--- src/rtl/vga_sync_gen.sv ---
// vga_sync_gen : VGA timing generator.
// Free-running pixel/line counters with zero-latency decode of hsync, vsync
// and activevideo. Optional macro VGA_FRAME_PULSE_EN adds the frame_start
// output, a one-clock pulse at pixel (0,0) of every frame.
// H_TOTAL and V_TOTAL must not exceed 1024 (10-bit counters).
module vga_sync_gen #(
  parameter int H_VISIBLE   = 640,
  parameter int H_FRONT     = 24,
  parameter int H_SYNC      = 40,
  parameter int H_BACK      = 128,
  parameter int V_VISIBLE   = 480,
  parameter int V_FRONT     = 9,
  parameter int V_SYNC      = 3,
  parameter int V_BACK      = 28,
  parameter bit SYNC_ACTIVE = 1'b0
) (
  input  logic       px_clk,
  input  logic       reset,
  output logic       hsync,
  output logic       vsync,
  output logic [9:0] x_px,
  output logic [9:0] y_px,
  output logic       activevideo
`ifdef VGA_FRAME_PULSE_EN
  ,
  output logic       frame_start
`endif
);

  localparam int H_TOTAL = H_VISIBLE + H_FRONT + H_SYNC + H_BACK;
  localparam int V_TOTAL = V_VISIBLE + V_FRONT + V_SYNC + V_BACK;

  // Last legal counter values; counters wrap here.
  localparam logic [9:0] H_LAST = 10'(H_TOTAL - 1);
  localparam logic [9:0] V_LAST = 10'(V_TOTAL - 1);

  // Decode bounds are 11 bits wide so an end bound of 1024 stays exact.
  localparam logic [10:0] H_VIS_END  = 11'(H_VISIBLE);
  localparam logic [10:0] H_SYNC_BEG = 11'(H_VISIBLE + H_FRONT);
  localparam logic [10:0] H_SYNC_END = 11'(H_VISIBLE + H_FRONT + H_SYNC);
  localparam logic [10:0] V_VIS_END  = 11'(V_VISIBLE);
  localparam logic [10:0] V_SYNC_BEG = 11'(V_VISIBLE + V_FRONT);
  localparam logic [10:0] V_SYNC_END = 11'(V_VISIBLE + V_FRONT + V_SYNC);

  logic [10:0] x_ext;
  logic [10:0] y_ext;

  assign x_ext = {1'b0, x_px};
  assign y_ext = {1'b0, y_px};

  // Pixel and line counters; reset wins over counting, and the >= test
  // pulls any out-of-range value straight back to a wrap.
  always_ff @(posedge px_clk) begin
    if (reset) begin
      x_px <= 10'd0;
      y_px <= 10'd0;
    end else if (x_px >= H_LAST) begin
      x_px <= 10'd0;
      if (y_px >= V_LAST) begin
        y_px <= 10'd0;
      end else begin
        y_px <= y_px + 10'd1;
      end
    end else begin
      x_px <= x_px + 10'd1;
    end
  end

  // Sync and visible-area decode straight from the counter registers.
  always_comb begin
    hsync       = ~SYNC_ACTIVE;
    vsync       = ~SYNC_ACTIVE;
    activevideo = 1'b0;

    if ((x_ext >= H_SYNC_BEG) && (x_ext < H_SYNC_END)) begin
      hsync = SYNC_ACTIVE;
    end else begin
      hsync = ~SYNC_ACTIVE;
    end

    // Vertical sync looks only at the line number.
    if ((y_ext >= V_SYNC_BEG) && (y_ext < V_SYNC_END)) begin
      vsync = SYNC_ACTIVE;
    end else begin
      vsync = ~SYNC_ACTIVE;
    end

    if ((x_ext < H_VIS_END) && (y_ext < V_VIS_END)) begin
      activevideo = 1'b1;
    end else begin
      activevideo = 1'b0;
    end
  end

`ifdef VGA_FRAME_PULSE_EN
  // One-clock pulse at the first pixel of each frame.
  always_comb begin
    frame_start = 1'b0;
    if ((x_px == 10'd0) && (y_px == 10'd0)) begin
      frame_start = 1'b1;
    end else begin
      frame_start = 1'b0;
    end
  end
`endif

endmodule

--- config.mk ---
export PLATFORM = sky130hd
export DESIGN_NAME = vga_sync_gen
export DESIGN_NICKNAME = d
export VERILOG_FILES = /design/src/rtl/vga_sync_gen.sv
export SDC_FILE = /design/constraint.sdc
export NUM_CORES = 1
export LEC_CHECK = 0
export CORE_ASPECT_RATIO = 0.9
export CORE_MARGIN = 10
export CORE_UTILIZATION = 52
export CTS_CLUSTER_DIAMETER = 30
export DETAILED_ROUTE_END_ITERATION = 10
export MAX_ROUTING_LAYER = met4
export PLACE_DENSITY = 0.93
export SLEW_MARGIN = 5
export SYNTH_ARGS = -nofsm -noshare
export SYNTH_HDL_FRONTEND = slang
export SYNTH_SLANG_ARGS = --single-unit
--- constraint.sdc ---
create_clock -name px_clk -period 3.75 [get_ports px_clk]
set_input_delay 0.5625 -clock px_clk [delete_from_list [all_inputs] [get_ports px_clk]]
set_output_delay 0.5625 -clock px_clk [all_outputs]
set_load 0.02 [all_outputs]
Word level (Yosys, flattened, before mapping)
Index checks and enable logic that the tools add are counted.

$lt $le $gt $ge: 8. Muxes and demuxes: 4. Add/subtract/negate cells: 2. Reductions and logical operators: 4.

Operators with widths (count): $ge 10x10->1 const B (3); $add 10x1->10 const B (2); $lt 10x10->1 const B (2); $lt 10x9->1 const B (2); $ge 10x9->1 const B (1); $mux 10 (1); $logic_and 1x1->1 (3); $mux 1 (3); $reduce_or 2->1 (1).

Register bits after elaboration: 20. Word-level logic and storage cells: 20. Output and inout port bits: 23.

Longest topological paths before layout
Word-level depth: 3. Mapped depth: 6. Mapped depth without buffers: 5.

Worst setup path before layout
No wires, ideal clock.

Path type: register to register. Start point: reg x_px[0]. End point: reg y_px[9]. Slack: 1852 ps. Setup time: 117 ps. Stages on the path, launching flop included: 7. Path buffers: 1. Arrival: 1780 ps. Path through: dfxtp_1 ha_1 nand4_1 o211ai_1 buf_2 o21ai_0 a32o_1.

Word-level cells in the longest chain between the ends: 1.

Ends and longest elaborated chain: start: declaration (RTL line 21) `output logic [9:0] x_px,`; start signal: assignment (RTL line 65) `x_px <= x_px + 10'd1;`; $ge 10x10->1 (RTL line 57) `end else if (x_px >= H_LAST) begin`; end signal: assignment (RTL line 62) `y_px <= y_px + 10'd1;`; end: declaration (RTL line 22) `output logic [9:0] y_px,`.

No other way between the ends. A chain may end at the register's enable or synchronous reset.

Worst setup path in the final report
Start point: reg x_px[0]. End point: reg y_px[6].

The elaborated chain is that of the path after synthesis.

==> run summary <==
status = complete, no violations
origin of the worst setup path = x_px[0]
buffer count from post-CTS setup fixing = 0
floorplan die area = 0.00432 mm2
NumNets Final = 158
Syn Nets = 132
Clock Sinks = 20
starting density of the core = 0.556
crit path launch type = flip-flop
total detailed-routing wirelength = 2580 um
clock tree skew after final layout = 0.00492 ns
clock slew at reported path FFs = 0.10 ns
HPWL reported at the end of detailed placement = 1920 um
Hold/Removal Path Class = reg2reg
first-iteration detailed-routing DRC count = 39
number of hold-repair buffers added at the cts stage = 0
Layout Area Growth over Synthesis = 25.1%
# setup viols final = 0
Worst Hold Launch = x_px[0]
root buffer cell = sky130_fd_sc_hd__clkbuf_4
cell area after technology mapping = 0.00108 mm2
final non-filler cell total = 174
CTS tree = done
unrepaired setup endpoints after global routing = false
vias per cell = 5.96
Setup Crit Path Kind = reg2reg
fin. max-slew vios = 0
post-route clock period utilization = 0.632
number of antenna violations at the first check in global routing = 0
Syn Inst Count = 125
Layout fillers = 166
time the final worst path needs with I/O delays and setup = 2.37 ns
number of synthesized flops with an enable pin = 0
required time at the endpoint of the critical path = 3.94 ns
Post-CTS Resized = 0
maximum number of pins on one net before global-route repair = 16
Distinct cells, synth = 35
share of cells above drive strength 1 = 0.0671
Die Wd = 68.1 um
worst path arrival time = 2.56 ns
count of unresolved DRC violations after routing = 0
maximum achievable frequency = 0.422 GHz
Core Rows = 15
# IOs = 25
Max IR drop VDD = 0.000316 V
clk buf depth = 2
final-layout setup total negative slack = 0 ns
Power per Cell Area = 248 mW/mm2
Reg-to-Reg Start = x_px[0]
Die Height = 63.3 um
cell total after placement = 171
maximum fanout along the worst path = 15
first-pass GRT wire length = 4250 um
post-detailed-route count of antenna-violating nets = 0
hold violation count in the final report = 0
H-Tree Level Count = 1
vias in the first global route = 905
share of flip-flops with an asynchronous set or reset after synthesis = 0
total congestion overflow = 0
GP Congestion = 0.839
nature of the critical path endpoint = flip-flop
clock insertion delay at the later pin of the skew report = 0.29 ns
Total GRT Usage = 0.126
PortBufs = 24
post-synthesis sequential area ratio = 0.369
total CTS buffers = 3
actual transition at the worst max-transition pin = 1.10 ns
flop and latch count out of synthesis = 20
Wirelength per Cell = 14.9 um
vias post-DR = 1037
Avg Inst Size Synth = 8.68 um2
Yosys warning count = 0
number of maximum-capacitance violations = 0
placeable core area = 0.00195 mm2
most instantiated flip-flop cell in the synthesis netlist = sky130_fd_sc_hd__dfxtp_1
LEAKAGE = 0.493 nW
count of antenna diodes in the layout = 0
number of detailed-routing iterations run before antenna repair = 4
Rel. slew slack = 0.266
[sequential cells by signal (all words and copies together), names as in the netlist]
register / cells
x_px: 10
y_px: 10
[synthesized netlist by cell type, types with 3 or more instances]
cell type | count | area share
sky130_fd_sc_hd__a21oi_1 | 5 | 0.023
sky130_fd_sc_hd__a22o_2 | 3 | 0.028
sky130_fd_sc_hd__dfxtp_1 | 20 | 0.37
sky130_fd_sc_hd__ha_1 | 5 | 0.058
sky130_fd_sc_hd__inv_1 | 7 | 0.024
sky130_fd_sc_hd__nand2_1 | 6 | 0.021
sky130_fd_sc_hd__nand3_1 | 9 | 0.042
sky130_fd_sc_hd__nand4_1 | 4 | 0.023
sky130_fd_sc_hd__nor2_1 | 12 | 0.042
sky130_fd_sc_hd__nor2b_1 | 4 | 0.023
sky130_fd_sc_hd__nor3_1 | 3 | 0.014
sky130_fd_sc_hd__o21a_1 | 3 | 0.021
sky130_fd_sc_hd__o21ai_0 | 8 | 0.037
sky130_fd_sc_hd__o31ai_1 | 5 | 0.035
sky130_fd_sc_hd__or3_1 | 3 | 0.017
sky130_fd_sc_hd__xnor2_1 | 3 | 0.024
[worst paths after layout]
path	cells past startpoint	slack [ns]	end
hold reg to reg	1	0.49	x_px[0]
setup reg to reg	5	1.38	y_px[6]
hold / removal	1	0.49	x_px[0]
setup / recovery	5	1.38	y_px[6]
[layer usage]
layer	GRT usage	part of all wire	up-vias
met1	0.166	0.44	484
met5	-	0	-
met2	0.169	0.46	35
li1	-	-	514
met4	0.0553	0.022	0
met3	0.0389	0.071	4
[final cells by class]
class                      count  area (um2)  share of cell area
inverter                       7        26.3              0.0194
tap                           25        31.3              0.0230
clock buffer                   3        22.5              0.0166
sequential                    20         400               0.295
multi-input combinational     95         637               0.469
timing repair buffer          24         240               0.177
[power by group]
group / switching, mW / leakage [nW] / internal, mW / total [mW]
Combinational: 0.0135 / 0.318 / 0.00974 / 0.0233
Sequential: 0.00328 / 0.162 / 0.215 / 0.218
Clock: 0.0580 / 0.0138 / 0.0373 / 0.0953
Total: 0.0748 / 0.493 / 0.262 / 0.337
[kinds of logic (layout without fill, tap and decap cells)]
logic type      Yosys count  count (layout)  share of synthesized area
simple gates             52              52                      0.268
compound gates           32              32                      0.211
flops                    20              20                      0.369
buf+inv                  10              34                     0.0438
fa+ha+maj                 5               5                     0.0577
xor+xnor                  5               5                     0.0404
mux                       1               1                     0.0104
[worst max-delay path: stages (launching register included)]
cell and delay [ns]:
sky130_fd_sc_hd__dfxtp_1 0.41, sky130_fd_sc_hd__ha_1 0.25, sky130_fd_sc_hd__nand4_1 0.19, sky130_fd_sc_hd__o211ai_1 0.92, sky130_fd_sc_hd__o31ai_1 0.19, sky130_fd_sc_hd__a22o_2 0.31
[through the flow]
step                hold WS, ns  worst slack, ns  instance area (um2)  total power, mW  utilization
detailed placement        0.473             1.15                 1340            0.246        0.684
floorplan                 0.528             1.85                 1080            0.237            -
global route              0.563             1.07                 1360            0.357        0.696
finish                    0.491             1.38                 1360            0.337        0.696
global placement          0.470             1.24                 1340            0.246        0.684
CTS                       0.507             1.36                 1360            0.344        0.696
[layout by cell type, fill, tap and decap left out]
cell type and instances:
sky130_fd_sc_hd__a22o_1 1, sky130_fd_sc_hd__and3_1 2, sky130_fd_sc_hd__a32o_1 1, sky130_fd_sc_hd__and4_1 1
sky130_fd_sc_hd__o31ai_1 5, sky130_fd_sc_hd__and2b_2 1, sky130_fd_sc_hd__nand3_1 9, sky130_fd_sc_hd__o211ai_1 2
sky130_fd_sc_hd__nand2b_1 1, sky130_fd_sc_hd__clkbuf_4 3, sky130_fd_sc_hd__o21a_1 3, sky130_fd_sc_hd__ha_1 5
sky130_fd_sc_hd__or4_1 1, sky130_fd_sc_hd__nand2_1 6, sky130_fd_sc_hd__xnor2_1 3, sky130_fd_sc_hd__a211o_1 1
sky130_fd_sc_hd__inv_1 7, sky130_fd_sc_hd__nor2_1 12, sky130_fd_sc_hd__a22o_2 3, sky130_fd_sc_hd__nor3_1 3
sky130_fd_sc_hd__xor2_1 2, sky130_fd_sc_hd__nor4_4 1, sky130_fd_sc_hd__a221o_1 2, sky130_fd_sc_hd__or3_1 3
sky130_fd_sc_hd__nor4_1 2, sky130_fd_sc_hd__o21ai_0 8, sky130_fd_sc_hd__nand4_1 4, sky130_fd_sc_hd__clkdlybuf4s50_1 24
sky130_fd_sc_hd__dfxtp_1 20, sky130_fd_sc_hd__and3_2 1, sky130_fd_sc_hd__nor2b_1 4, sky130_fd_sc_hd__a21oi_1 5
sky130_fd_sc_hd__mux2_2 1, sky130_fd_sc_hd__nor4b_1 1, sky130_fd_sc_hd__a2111o_1 1
No activity file was read; power rests on OpenSTA's default activity.
